### src/rtl/mem_seq_pkg.sv
// Shared types for the memory port sequencer: FSM states, owners, funct3 codes and byte lanes.
package mem_seq_pkg;

    typedef enum logic [1:0] {IDLE, READ, WRITE, DONE} state_t;
    typedef enum logic {OWN_FETCH, OWN_LS} owner_t;

    localparam logic [2:0] F3_B  = 3'd0;
    localparam logic [2:0] F3_H  = 3'd1;
    localparam logic [2:0] F3_W  = 3'd2;
    localparam logic [2:0] F3_BU = 3'd4;
    localparam logic [2:0] F3_HU = 3'd5;

    // Lane k carries byte address offset k (little-endian word bits [8k+7:8k]).
    typedef logic [0:3][7:0] byte_lanes_t;

    function automatic logic [31:0] lanes_to_word(input byte_lanes_t l);
        return {l[3], l[2], l[1], l[0]};
    endfunction

    function automatic byte_lanes_t word_to_lanes(input logic [31:0] w);
        byte_lanes_t l;
        for (int k = 0; k < 4; k++) l[k] = w[8*k +: 8];
        return l;
    endfunction

endpackage

### src/rtl/mem_lane_fmt.sv
// Combinational byte-lane formatter: store merge into an old word and load extract/extend.
module mem_lane_fmt
    import mem_seq_pkg::*;
(
    input  logic [2:0]  funct3_i,
    input  logic [1:0]  offset_i,
    input  byte_lanes_t old_lanes_i,
    input  logic [31:0] wdata_i,
    input  byte_lanes_t rd_lanes_i,
    output byte_lanes_t merged_o,
    output logic [31:0] load_word_o
);

    logic [31:0] shifted;

    // Sub-word stores replace only the addressed lanes; anything else is a full word.
    always_comb begin
        merged_o = old_lanes_i;
        case (funct3_i)
            F3_B: merged_o[offset_i] = wdata_i[7:0];
            F3_H: begin
                merged_o[offset_i]           = wdata_i[7:0];
                merged_o[2'(offset_i + 2'd1)] = wdata_i[15:8];
            end
            default: merged_o = word_to_lanes(wdata_i);
        endcase
    end

    always_comb begin
        shifted = lanes_to_word(rd_lanes_i) >> {offset_i, 3'b000};
        case (funct3_i)
            F3_B:    load_word_o = {{24{shifted[7]}}, shifted[7:0]};
            F3_H:    load_word_o = {{16{shifted[15]}}, shifted[15:0]};
            F3_BU:   load_word_o = {24'd0, shifted[7:0]};
            F3_HU:   load_word_o = {16'd0, shifted[15:0]};
            default: load_word_o = shifted;
        endcase
    end

endmodule

### src/rtl/mem_port_sequencer.sv
// Arbitrates fetch and load/store onto one byte-lane memory port, one multi-cycle
// transaction at a time, with read-modify-write for sub-word stores.
module mem_port_sequencer
    import mem_seq_pkg::*;
#(
    parameter int unsigned ADDR_W     = 32,
    parameter bit          DATA_FIRST = 1'b1
) (
    input  logic              clk,
    input  logic              rst,
    input  logic              if_req,
    input  logic [ADDR_W-1:0] if_addr,
    output logic              if_gnt,
    output logic              if_valid,
    output logic [31:0]       if_rdata,
    output logic              if_err,
    input  logic              ls_req,
    input  logic              ls_we,
    input  logic [2:0]        ls_funct3,
    input  logic [ADDR_W-1:0] ls_addr,
    input  logic [31:0]       ls_wdata,
    output logic              ls_gnt,
    output logic              ls_valid,
    output logic [31:0]       ls_rdata,
    output logic              ls_err,
    output logic [ADDR_W-1:0] mem_addr,
    output logic              mem_write_en,
    output byte_lanes_t       mem_data_in,
    input  byte_lanes_t       mem_data_out
);

    state_t            state_q, state_d;
    owner_t            owner_q;
    logic              ptr_q;
    logic              we_q, err_q;
    logic [2:0]        f3_q;
    logic [ADDR_W-1:0] addr_q;
    logic [31:0]       wdata_q, rdata_q;
    byte_lanes_t       old_q;

    logic              grant_ls, grant_if, req_err, done, busy;
    byte_lanes_t       merged;
    logic [31:0]       load_word;

    // ptr_q = 1 gives load/store the tie; it moves to the loser on every grant.
    assign grant_ls = (state_q == IDLE) && ls_req && (!if_req || ptr_q);
    assign grant_if = (state_q == IDLE) && if_req && !grant_ls;
    assign ls_gnt   = grant_ls;
    assign if_gnt   = grant_if;

    always_comb begin
        req_err = 1'b0;
        if (grant_ls) begin
            case (ls_funct3)
                F3_B:    req_err = 1'b0;
                F3_BU:   req_err = ls_we;
                F3_H:    req_err = ls_addr[0];
                F3_HU:   req_err = ls_we || ls_addr[0];
                F3_W:    req_err = (ls_addr[1:0] != 2'b00);
                default: req_err = 1'b1;
            endcase
        end else begin
            req_err = (if_addr[1:0] != 2'b00);
        end
    end

    always_comb begin
        state_d = state_q;
        case (state_q)
            IDLE: begin
                if (grant_ls || grant_if) begin
                    if (req_err)                                   state_d = DONE;
                    else if (grant_ls && ls_we && ls_funct3 == F3_W) state_d = WRITE;
                    else                                           state_d = READ;
                end
            end
            READ:    state_d = (owner_q == OWN_LS && we_q) ? WRITE : DONE;
            WRITE:   state_d = DONE;
            default: state_d = IDLE;
        endcase
    end

    always_ff @(posedge clk or posedge rst) begin
        if (rst) begin
            state_q <= IDLE;
            owner_q <= OWN_FETCH;
            ptr_q   <= DATA_FIRST;
            we_q    <= 1'b0;
            err_q   <= 1'b0;
            f3_q    <= 3'd0;
            addr_q  <= '0;
            wdata_q <= '0;
            rdata_q <= '0;
            old_q   <= '0;
        end else begin
            state_q <= state_d;
            if (grant_ls || grant_if) begin
                owner_q <= grant_ls ? OWN_LS : OWN_FETCH;
                ptr_q   <= !grant_ls;
                we_q    <= grant_ls && ls_we;
                f3_q    <= grant_ls ? ls_funct3 : F3_W;
                addr_q  <= grant_ls ? ls_addr : if_addr;
                wdata_q <= ls_wdata;
                err_q   <= req_err;
                rdata_q <= '0;
            end
            if (state_q == READ) begin
                old_q <= mem_data_out;
                if (!we_q) rdata_q <= load_word;
            end
        end
    end

    mem_lane_fmt u_fmt (
        .funct3_i    (f3_q),
        .offset_i    (addr_q[1:0]),
        .old_lanes_i (old_q),
        .wdata_i     (wdata_q),
        .rd_lanes_i  (mem_data_out),
        .merged_o    (merged),
        .load_word_o (load_word)
    );

    assign busy         = (state_q == READ) || (state_q == WRITE);
    assign done         = (state_q == DONE);
    assign mem_addr     = busy ? {addr_q[ADDR_W-1:2], 2'b00} : '0;
    assign mem_write_en = (state_q == WRITE);
    assign mem_data_in  = busy ? merged : '0;

    assign ls_valid = done && (owner_q == OWN_LS);
    assign ls_err   = ls_valid && err_q;
    assign ls_rdata = ls_valid ? rdata_q : '0;
    assign if_valid = done && (owner_q == OWN_FETCH);
    assign if_err   = if_valid && err_q;
    assign if_rdata = if_valid ? rdata_q : '0;

endmodule

### config.mk
export PLATFORM = sky130hd
export DESIGN_NAME = mem_port_sequencer
export DESIGN_NICKNAME = d
export VERILOG_FILES = /design/src/rtl/mem_seq_pkg.sv /design/src/rtl/mem_lane_fmt.sv /design/src/rtl/mem_port_sequencer.sv
export SDC_FILE = /design/constraint.sdc
export NUM_CORES = 1
export LEC_CHECK = 0
export ABC_AREA = 1
export CORE_MARGIN = 2
export CORE_UTILIZATION = 42
export CTS_CLUSTER_DIAMETER = 200
export DETAILED_ROUTE_END_ITERATION = 7
export PLACE_DENSITY_LB_ADDON = 0.3
export SLEW_MARGIN = 20
export SYNTH_ARGS = -nofsm -noshare
export SYNTH_HDL_FRONTEND = slang
export SYNTH_HIERARCHICAL = 1
export SYNTH_SLANG_ARGS = --single-unit
### constraint.sdc
create_clock -name clk -period 5.6 [get_ports clk]
set_clock_uncertainty 0.15 [all_clocks]
set_input_delay 1.68 -clock clk [delete_from_list [all_inputs] [get_ports clk]]
set_output_delay 1.68 -clock clk [all_outputs]
set_load 0.01 [all_outputs]
* Yosys cells after proc, flatten, opt, wreduce, memory -nomap -nowiden
Index checks and enable logic that the tools add are counted.
Word-level totals: register bits after elaboration 137, input port bits 136, output and inout bits 135, word-level logic and storage cells 82
Operators by class: add/subtract/negate cells 1, magnitude comparators 4, equal/unequal tests 11, shifts and indexed selects 1, mux-type cells 25, bitwise gates (word level) 3, reduce and logical (&&, ||, !) cells 24
Operators with widths (number):
- 32-bit two-way mux | 8
- 32-bit one-hot mux with 4 select lines | 1
- 32-bit bitwise mux | 2
- 32-bit one-hot mux with 2 select lines | 1
- 8-bit demux with 2-bit select | 2
- 32-bit by 5-bit >> shifter with 32-bit output | 1
- 8-bit two-way mux | 2
- 1-bit logical AND | 13
- 3-bit equality test, second input constant | 4
- 3-bit by 1-bit equality test with 1-bit output, second input constant | 2
- 3-bit >= comparator, second input constant | 2
- 3-bit zero test | 2
- 3-bit by 1-bit less-than comparator with 1-bit output, second input constant | 2
- 2-bit two-way mux | 3
- 2-bit inverter with 3-bit output | 2
- 2-bit one-hot mux with 3 select lines | 1
- 1-bit one-hot mux with 5 select lines | 1
- 2-bit equality test, second input constant | 2
- 1-bit logical OR | 4
- 2-bit nonzero test | 2
- 3-bit by 2-bit equality test with 1-bit output, second input constant | 1
- 1-bit two-way mux | 3
- 3-bit two-way mux | 1
- 2-bit by 1-bit adder with 2-bit output, second input constant | 1
- 5 further kinds | 6

* Depth between registers and ports, before layout
Gate-level depths: netlist of the first run.
depth in word-level cells 9, gate-level depth with buffers 11, mapped depth without buffers 11

* Cells and area by module
Netlist of the first run, hierarchy kept.
By module, submodules not included:
- mem_port_sequencer | instances 1, cells each 835, area each 6537.5 um^2, sequential area each 3429.5 um^2
- mem_lane_fmt | instances 1, cells each 377, area each 1744.2 um^2, sequential area each 0.0 um^2

* Worst setup path before layout of the first run
OpenSTA, ideal clock, no wires.
path kind in2out, start input ls_req, end output if_gnt, arrival 2255 ps, data required time 3770 ps, setup slack 1515 ps, cell stages on the path 6, path buffers 1, cell sequence nand2_1 -> inv_1 -> nand2_1 -> nand2_1 -> inv_1 -> buf_2
Between the ends: cells in the longest elaborated chain, start to end 4
Ends and longest elaborated chain:
- start, declared | RTL line mem_port_sequencer.sv:17 | input logic ls_req,
- 1-bit logical AND (2 in series) | RTL line mem_port_sequencer.sv:46 | assign grant_ls = (state_q == IDLE) && ls_req && (!if_req || ptr_q);
- 1-bit zero test | RTL line mem_port_sequencer.sv:47 | assign grant_if = (state_q == IDLE) && if_req && !grant_ls;
- 1-bit logical AND | RTL line mem_port_sequencer.sv:47
- end, declared | RTL line mem_port_sequencer.sv:13 | output logic if_gnt,
Every way passes these cells.

* Worst setup path in the final report of the first run
start input if_req, end output if_gnt
Between the ends: cells in the longest elaborated chain, start to end 5, elaborated cells between the ends (all ways) 6, those cells by class 6 x reduce/logical
Ends and longest elaborated chain:
- start, declared | RTL line mem_port_sequencer.sv:11 | input logic if_req,
- 1-bit zero test | RTL line mem_port_sequencer.sv:46
- 1-bit logical OR | RTL line mem_port_sequencer.sv:46
- 1-bit logical AND | RTL line mem_port_sequencer.sv:46
- 1-bit zero test | RTL line mem_port_sequencer.sv:47
- 1-bit logical AND * | RTL line mem_port_sequencer.sv:47
Every way passes the cells marked *; elsewhere a longest branch is shown, timed or not.

==> summary.md, run 1 <==
| Metric | Value |
|---|---|
| Setup TNS | `0 ns` |
| First-pass GRT wire length | `41.4 mm` |
| FF-to-FF setup slack | `2.81 ns` |
| IO buf count | `268` |
| Remaining DRCs | `0` |
| Row cnt | `51` |
| Critical path type | `input port to output port` |
| Min-Delay Path Class | `register to register` |
| Worst path bufs/invs | `3` |
| Share of the synthesized area in the top cell type | `0.411` |
| Synth area leaders | `dfrtp_1 41%, nand2_1 23%, nand3_1 10%, inv_1 6.2%, mux2_2 4.4%` |
| Most used cell, CP | `nand2_1` |
| H-tree level count | `4` |
| Die height | `144 um` |
| TritonCTS clock tree | `built` |
| Main synth FF type | `dfrtp_1` |
| Detailed placer's ending HPWL | `18.9 mm` |
| Gpl congestion | `0.925` |
| Clock transition at path regs | `0.05 ns` |
| CP peak stage delay | `0.53 ns` |
| Final std cell area, no fill | `11600 um^2` |
| Data arrival, critical path | `3.11 ns` |
| Clock Latency Late Sink | `0.42 ns` |
| Top Ports | `271` |
| Pins Over Slew Limit | `0` |
| DRT iter0 DRCs | `658` |
| Area growth syn-to-layout | `40.1%` |
| Number of flops mapped to enable cells by yosys | `0` |
| Worst-path cell chain | `clkdlybuf4s50_1 -> nand2_1 -> nand2_1 -> nand2_1 -> inv_1 -> clkdlybuf4s50_1` |
| Die ar. | `20900 um^2` |
| Max Cap Viol | `0` |
| Most common cell in the netlist | `nand2_1` |
| Placed Instance Area | `11000 um^2` |
| Leak Pwr | `5.88 nW` |
| Crit. Startpoint | `if_req` |
| Min Tclk post-route | `4.94 ns` |
| Wirelength, routed | `26.0 mm` |
| Filler Cell Count | `1880` |
| Cell area after synthesis | `8280 um^2` |
| Status | `finished, final reports clean` |
| Slew at the pin closest to its max-slew limit | `1.03 ns` |
| Maximum vdd drop | `0.284 mV` |
| Storage cell area | `3430 um^2` |
| Chip Width | `144 um` |
| RSZ-0062 raised after global routing | `false` |
| Leading area contributor after synthesis | `dfrtp_1` |
| Largest net degree at the start of global routing | `109` |
| Hold Path Origin | `addr_q[31]$_DFFE_PP0P_` |
| Hold WS | `0.328 ns` |
| Finish-stage setup viols | `0` |
| Hold Vio Cnt, Final | `0` |
| Pwr dens | `567 nW/um^2` |
| Crit path required time | `3.77 ns` |
| Routed Antenna Nets | `0` |
| Register bit count reported by yosys | `137` |
| Reg2Reg Depth | `10` |
| Final Cycle Share | `0.882` |
| Synth cell count leaders | `501 x nand2_1, 166 x nand3_1, 136 x dfrtp_1, 136 x inv_1, 76 x nor2_1` |
| Slowest stage cell, crit path | `clkdlybuf4s50_1` |
| FMAX | `0.203 GHz` |
| Via count of the first global-routing pass | `8002` |
| Yosys warns | `6` |
| Clock root buffer | `clkbuf_16` |
| Hold Crit Depth | `2` |
| Num CTS Buffers | `17` |
| Final nets | `1580` |
| Clk sinks | `137` |
| Starting density of the core | `0.427` |
| Reg-to-reg critical path endpoint | `wdata_q[24]$_DFFE_PP0P_` |
| Register area share after synthesis | `0.414` |
| Gr usage total | `0.255` |
| Grt ovf | `0` |
| Routed wire per std cell | `15.1 um` |
| Layout cells sized above 1 | `0.0676` |
| Worst setup EP type | `output port` |
| Cell variety after synth | `30` |
| DR pass1 iterations | `7` |
| Via/cell ratio | `4.97` |
| CP delay by family, top | `buffers and inverters` |
| WHS Endpoint | `addr_q[31]$_DFFE_PP0P_` |
| Crit start category | `input port` |
| Cells after Synth | `1212` |
| Placeable core area | `19400 um^2` |
| Fraction of registers with async set/reset | `1.00` |
| Via count | `8533` |
| Reg2Reg Launch Point | `state_q[1]$_DFFE_PP0P_` |
| # resized after CTS | `0` |
| Slew margin rel. | `0.309` |
| Maximum root-to-sink buffer count | `2` |
| Initial antenna violation count | `0` |
| Syn_area_per_cell | `6.83 um^2` |
| CP max FO | `5` |
| Post-CTS Setup Inserts | `0` |
| Post-CTS Hold Fix Bufs | `0` |
| Footprint of the multi-input gates | `3950 um^2` |
## where the power goes
part           switching, mW  internal (mW)
clock                  0.437          0.718
sequential             0.361           1.46
combinational           2.12           1.49
## logic make-up (layout without fill, tap and decap cells)
logic type,after synthesis,after routing,synth area share
AO/OA/AOI/OAI,60,60,0.0399
adder cells (fa/ha/maj),5,5,0.00755
other,1,3,0.000453
buffers and inverters,212,449,0.111
flip-flops,137,137,0.414
multiplexers,32,32,0.0435
AND/OR/NAND/NOR,765,765,0.383
## worst register-to-register path, stage by stage, from the launching register on
cell and delay (ns):
dfrtp_1 0.43, inv_1 0.11, ha_2 0.22, nand2_1 0.11, a21oi_2 0.05, buf_4 0.26
nor2_4 0.16, buf_4 0.39, buf_4 0.58, nand2_1 0.19, nand2_1 0.10
## per-stage QoR
stage	cells	utilization	power [mW]	setup WS [ns]
2_1_floorplan	1213	-	4.05	0.104
5_1_grt	1715	0.598	7.12	0.480
3_5_place_dp	1685	0.567	5.41	0.686
6_report	1716	0.598	6.58	0.662
3_3_place_gp	1685	0.567	5.36	0.693
4_1_cts	1715	0.598	6.60	0.671
## cells in the final DEF, fill, tap and decap left out, drive strengths merged
master	n
conb	2
nand4	8
clkdlybuf4s50	268
nor2	80
a21oi	4
dfrtp	136
bufinv	3
dfstp	1
clkinv	4
nor3	1
diode	1
clkbuf	19
clkinvlp	4
nand3	169
a22oi	7
buf	10
a22o	1
a31oi	1
inv	141
o21ai	47
nand2	507
ha	5
mux2	32
## flip-flops by register name, summed over array words and instances (netlist names)
register and cells:
state_q 2, rdata_q 32, we_q 1, ptr_q 1, addr_q 32, wdata_q 32, f3_q 3, err_q 1
owner_q 1, old_q 32
## layout make-up
class                      instances  share of cell area
timing repair buffer             278               0.238
clock inverter                    11              0.0127
tap                              265              0.0286
clock buffer                      19              0.0390
sequential                       137               0.296
multi-input combinational        864               0.340
antenna                            1            0.000216
inverter                         141              0.0460
## worst max-delay path by stage
stage                                 end  depth (start not counted)
CTS                                if_gnt                          6
global placement                   if_gnt                          6
detailed placement                 if_gnt                          6
finish                             if_gnt                          6
floorplan           addr_q[0]$_DFFE_PP0P_                          1
global route              mem_data_in[23]                          7
## routing by layer
metal  GRT usage  vias to the layer above  share of wire
met5           0                        -              0
met4      0.0956                        0          0.029
met3      0.0642                       50          0.077
met2       0.404                      350           0.46
met1       0.338                     3933           0.43
li1            -                     4200              -
(Power assumes the default switching activity.)
==> run 2, diff against run 1 <==
Settings changed: SLEW_MARGIN 20 to default.
==> run 2 against run 1 <==
Worst hold slack gained 0.0021 ns. Worst setup slack barely moved. Sequential cell count stayed put. Core utilization is essentially flat. Design area hardly changed. Register-to-register slack hardly changed. Critical endpoint unchanged. Total power about the same. Largest power group unchanged. Combinational power is essentially flat. Highest routed layer unchanged. Routed wire length is 0.14% higher.
==> summary.md, run 2 (synthesis gave the netlist of run 1 again) <==
| Metric | Value |
|---|---|
| # resized after CTS | `0 (unchanged)` |
| Maximum vdd drop | `0.287 mV (+0.96%)` |
| Wirelength, routed | `26.0 mm (+0.14%)` |
| Reg2Reg Launch Point | `state_q[1]$_DFFE_PP0P_` |
| Critical path type | `input port to output port` |
| Most used cell, CP | `nand2_1` |
| Placeable core area | `19400 um^2 (unchanged)` |
| Crit. Startpoint | `if_req` |
| Clock root buffer | `clkbuf_16` |
| Status | `finished, final reports clean` |
| WHS Endpoint | `addr_q[31]$_DFFE_PP0P_` |
| First-pass GRT wire length | `41.4 mm (unchanged)` |
| Non-filler cells, final | `1716 (unchanged)` |
| Post-CTS Hold Fix Bufs | `0 (unchanged)` |
| RSZ-0062 raised after global routing | `false` |
| DRT iter0 DRCs | `637 (-3.2%)` |
| Slowest stage cell, crit path | `clkdlybuf4s50_1` |
| Detailed placer's ending HPWL | `18.9 mm (unchanged)` |
| Initial antenna violation count | `0 (unchanged)` |
| Min Tclk post-route | `4.94 ns (-0.000130 ns)` |
| Clock transition at path regs | `0.05 ns (about the same)` |
| Gr usage total | `0.255 (unchanged)` |
| Clock Latency Late Sink | `0.42 ns (about the same)` |
| Maximum root-to-sink buffer count | `2 (unchanged)` |
| Worst path bufs/invs | `3 (unchanged)` |
| Routed wire per std cell | `15.1 um (+0.14%)` |
| Top Ports | `271 (unchanged)` |
| Reg-to-reg critical path endpoint | `wdata_q[24]$_DFFE_PP0P_` |
| Post-CTS Setup Inserts | `0 (unchanged)` |
| Routed Antenna Nets | `0 (unchanged)` |
| Critical path depth in cells | `6 (unchanged)` |
| Gpl congestion | `0.925 (unchanged)` |
| Slew margin rel. | `0.256 (-0.0527)` |
| Die ar. | `20900 um^2 (unchanged)` |
| Worst setup EP type | `output port` |
| Max Cap Viol | `0 (unchanged)` |
| Hold Vio Cnt, Final | `0 (unchanged)` |
| CP delay by family, top | `buffers and inverters` |
| Area growth syn-to-layout | `40.0% (about the same)` |
| Via count of the first global-routing pass | `8002 (unchanged)` |
| Pins Over Slew Limit | `0 (unchanged)` |
| Placed insts | `1685 (unchanged)` |
| Data arrival, critical path | `3.11 ns (about the same)` |
| Slew at the pin closest to its max-slew limit | `1.11 ns (+0.0789 ns)` |
| Layout cells sized above 1 | `0.0662 (-0.00138)` |
| Via/cell ratio | `4.96 (-0.27%)` |
| CP peak stage delay | `0.53 ns (about the same)` |
| Final nets | `1580 (unchanged)` |
| Largest net degree at the start of global routing | `109 (unchanged)` |
| Worst-path cell chain | `clkdlybuf4s50_1 -> nand2_1 -> nand2_1 -> nand2_1 -> inv_1 -> clkdlybuf4s50_1` |
| Setup TNS | `0 ns (unchanged)` |
| FF-to-FF setup slack | `2.80 ns (about the same)` |
| Crit path required time | `3.77 ns (about the same)` |
| Finish-stage setup viols | `0 (unchanged)` |
| DR pass1 iterations | `5 (-2)` |
| IO buf count | `268 (unchanged)` |
| Remaining DRCs | `0 (unchanged)` |
| Via count | `8510 (-0.27%)` |
| H-tree level count | `4 (unchanged)` |
| Final Cycle Share | `0.882 (about the same)` |
| Hold Path Origin | `addr_q[31]$_DFFE_PP0P_` |
| Min-Delay Path Class | `register to register` |
| Starting density of the core | `0.427 (unchanged)` |
| Clk sinks | `137 (unchanged)` |
| Row cnt | `51 (unchanged)` |
| Leak Pwr | `5.88 nW (about the same)` |
| Crit start category | `input port` |
| Reg2Reg Depth | `10 (unchanged)` |
| Die height | `144 um (unchanged)` |
| Most frequent cells in the layout | `501 x nand2_1, 268 x clkdlybuf4s50_1, 166 x nand3_1, 136 x dfrtp_1, 135 x inv_1` |
| TritonCTS clock tree | `built` |
| CP max FO | `5 (unchanged)` |
| Commonest non-fill, non-tap cell in the layout | `nand2_1` |
| Chip Width | `144 um (unchanged)` |
| Grt ovf | `0 (unchanged)` |
| Power, Total | `6.58 mW (about the same)` |
| Pwr dens | `568 nW/um^2 (about the same)` |
| Num CTS Buffers | `17 (unchanged)` |
| Hold Crit Depth | `2 (unchanged)` |
| FMAX | `0.203 GHz (about the same)` |
run 2: worst reg2reg max path: stages, from the launching register on:
cell and delay, ns:
dfrtp_1 0.43, inv_1 0.11, ha_2 0.22, nand2_1 0.11
a21oi_2 0.05, buf_4 0.26, nor2_4 0.16, buf_4 0.39
buf_4 0.58, nand2_1 0.20, nand2_1 0.10
run 2: stage by stage:
step	worst slack (ns)	hold slack, ns	util	cell area [um^2]
global route	0.480	0.348	0.598	11600
global placement	0.693	0.314	0.567	11000
detailed placement	0.686	0.315	0.567	11000
floorplan	0.104	0.299	-	8290
CTS	0.671	0.331	0.598	11600
finish	0.662	0.330	0.598	11600
run 2: worst max path at each step:
stage	endpoint	slack [ns]
5_1_grt	mem_data_in[23]	0.48
3_3_place_gp	if_gnt	0.69
4_1_cts	if_gnt	0.67
6_report	if_gnt	0.66
2_1_floorplan	addr_q[0]$_DFFE_PP0P_	0.10
3_5_place_dp	if_gnt	0.69
run 2: where the power goes:
part | leakage [nW] | internal, mW | switching (mW)
registers | 1.70 | 1.46 | 0.361
clock network | 0.283 | 0.718 | 0.435
logic | 3.89 | 1.49 | 2.12
run 2: area by class of cell:
class	instances	area (um^2)
Antenna cell	1	2.50
Clock buffer	19	453
Clock inverter	11	148
Fill cell	1880	7800
Inverter	141	534
Multi-Input combinational cell	864	3940
Sequential cell	137	3430
Tap cell	265	332
Timing Repair Buffer	278	2760
run 2: per-layer routing:
| metal | vias up | track usage | wire (um) |
|---|---|---|---|
| met5 | - | 0 | 0 |
| met4 | 0 | 0.0956 | 683 |
| met3 | 45 | 0.0642 | 1880 |
| met2 | 316 | 0.404 | 12100 |
| met1 | 3952 | 0.338 | 11300 |
| li1 | 4197 | - | - |
==> run 3, diff against run 2 <==
Settings changed: CORE_ASPECT_RATIO from default to 0.9, CORE_MARGIN 2 to 4, CTS_CLUSTER_SIZE from default to 25.
==> run 3 against run 2 <==
Total power fell by 0.25%. Die area rose by 5.6%. Design area fell by 0.14%. Critical endpoint unchanged. Via count rose by 1.3%. Clock power barely moved. Fmax fell by 1.1%.
==> summary.md, run 3 (synthesis gave the netlist of run 1 again) <==
| Metric | Value |
|---|---|
| # resized after CTS | `0 (unchanged)` |
| Initial antenna violation count | `0 (unchanged)` |
| Top Ports | `271 (unchanged)` |
| Die height | `141 um (-2.2%)` |
| RSZ-0062 raised after global routing | `false` |
| Post-CTS Hold Fix Bufs | `0 (unchanged)` |
| Hold Vio Cnt, Final | `0 (unchanged)` |
| Gpl congestion | `0.914 (-1.3%)` |
| Finish-stage setup viols | `0 (unchanged)` |
| Clk sinks | `137 (unchanged)` |
| Area growth syn-to-layout | `39.8%` |
| Leak Pwr | `5.88 nW (about the same)` |
| Chip Width | `156 um (+8.0%)` |
| Maximum root-to-sink buffer count | `2 (unchanged)` |
| Pins Over Slew Limit | `0 (unchanged)` |
| DR pass1 iterations | `5 (unchanged)` |
| Storage cell area | `3430 um^2 (unchanged)` |
| Post-CTS Setup Inserts | `0 (unchanged)` |
| Setup TNS | `0 ns (unchanged)` |
| First-pass GRT wire length | `43.0 mm (+3.9%)` |
| Final std cell area, no fill | `11600 um^2 (-0.14%)` |
| Clock transition at path regs | `0.06 ns (about the same)` |
| Placeable core area | `19300 um^2 (-0.62%)` |
| Final nets | `1578 (-0.13%)` |
| Placed Instance Area | `11000 um^2 (-0.13%)` |
| Die ar. | `22000 um^2 (+5.6%)` |
| Status | `finished, final reports clean` |
| Worst setup EP type | `output port` |
| Max Cap Viol | `0 (unchanged)` |
| Data arrival, critical path | `3.16 ns (+0.05 ns)` |
| Slew at the pin closest to its max-slew limit | `1.10 ns (-0.00876 ns)` |
| Footprint of the multi-input gates | `3950 um^2 (+0.19%)` |
| Num CTS Buffers | `17 (unchanged)` |
| Clock root buffer | `clkbuf_16` |
| Min-Delay Path Class | `register to register` |
| IO buf count | `268 (unchanged)` |
| ANT cells | `0 (-1)` |
| Row cnt | `48 (-5.9%)` |
| Gr usage total | `0.244 (-0.0108)` |
| Wirelength, routed | `26.8 mm (+3.1%)` |
| Largest net degree at the start of global routing | `113 (+3.7%)` |
| Detailed placer's ending HPWL | `19.8 mm (+4.4%)` |
| Power, Total | `6.56 mW (-0.25%)` |
| DR WL met3 | `2.86 mm (+53%)` |
| Starting density of the core | `0.430 (+0.00266)` |
| Slew margin rel. | `0.262 (+0.00585)` |
| TritonCTS clock tree | `built` |
| Min Tclk post-route | `4.99 ns (+0.0553 ns)` |
| Via count | `8619 (+1.3%)` |
| Routed Antenna Nets | `0 (unchanged)` |
| Remaining DRCs | `0 (unchanged)` |
| Routed length on met1 | `11.2 mm (-1.1%)` |
| H-tree level count | `4 (unchanged)` |
| Via count of the first global-routing pass | `8319 (+4.0%)` |
| Top Layer Used | `met4` |
| Routed wire per std cell | `15.8 um (+4.1%)` |
| Pwr dens | `567 nW/um^2 (-0.11%)` |
| Crit path required time | `3.77 ns (about the same)` |
| Most frequent cells in the layout | `501 x nand2_1, 268 x clkdlybuf4s50_1, 166 x nand3_1, 136 x dfrtp_1, 135 x inv_1` |
| Via/cell ratio | `5.07 (+2.2%)` |
| Crit start category | `input port` |
| Clock Latency Late Sink | `0.42 ns (about the same)` |
| Critical path type | `input port to output port` |
| Final Cycle Share | `0.892 (+0.00988)` |
| FMAX | `0.200 GHz (-1.1%)` |
| Filler Cell Count | `1797 (-4.4%)` |
| Layout cells sized above 1 | `0.0662 (unchanged)` |
| Grt ovf | `0 (unchanged)` |
| Met2 wire len | `12.3 mm (+1.9%)` |
| CP max FO | `5 (unchanged)` |
| Commonest non-fill, non-tap cell in the layout | `nand2_1` |
| DRT iter0 DRCs | `716 (+12%)` |
| Maximum vdd drop | `0.285 mV (-0.50%)` |
==> run 3: where the power goes <==
part           switching [mW]  total, mW  internal [mW]
logic                    2.09       3.59           1.50
registers               0.382       1.84           1.46
clock network           0.500       1.14          0.640
==> run 3: metal layers <==
metal  track usage  vias to the layer above
met1         0.324                     3992
met4        0.0654                        0
li1              -                     4206
met3        0.0746                       35
met5             0                        -
met2         0.389                      386
==> run 3: path summary, 6_finish.rpt <==
kind / from / endpoint / slack (ns) / depth (start not counted)
worst max register to register: state_q[1]$_DFFE_PP0P_ / state_q[0]$_DFFE_PP0P_ / 2.71 / 12
min in group asynchronous: rst / wdata_q[18]$_DFFE_PP0P_ / 1.67 / 2
max in group asynchronous: rst / addr_q[16]$_DFFE_PP0P_ / 2.64 / 3
worst min-delay path: addr_q[15]$_DFFE_PP0P_ / addr_q[15]$_DFFE_PP0P_ / 0.33 / 2
worst min register to register: addr_q[15]$_DFFE_PP0P_ / addr_q[15]$_DFFE_PP0P_ / 0.33 / 2
worst max-delay path: if_req / if_gnt / 0.61 / 6
==> run 3: through the flow <==
stage / utilization / cells / setup slack [ns] / hold WS, ns
floorplan: - / 1213 / 0.104 / 0.299
global placement: 0.570 / 1668 / 0.602 / 0.313
detailed placement: 0.570 / 1668 / 0.595 / 0.319
CTS: 0.601 / 1700 / 0.593 / 0.335
global route: 0.601 / 1700 / 0.501 / 0.359
finish: 0.601 / 1700 / 0.607 / 0.334
==> run 3: cell type report <==
type	count	area share
clock inverters	15	0.0151
inverters	141	0.0461
well taps	250	0.0270
multi-input cells	864	0.341
clock buffers	17	0.0367
flip-flops and latches	137	0.296
repair buffers	276	0.238
==> run 3: worst max-delay path, cell delays in order <==
cell and delay (ns):
clkdlybuf4s50_1 0.56, nand2_1 0.10, nand2_1 0.14, nand2_1 0.06, inv_1 0.08, clkdlybuf4s50_1 0.55
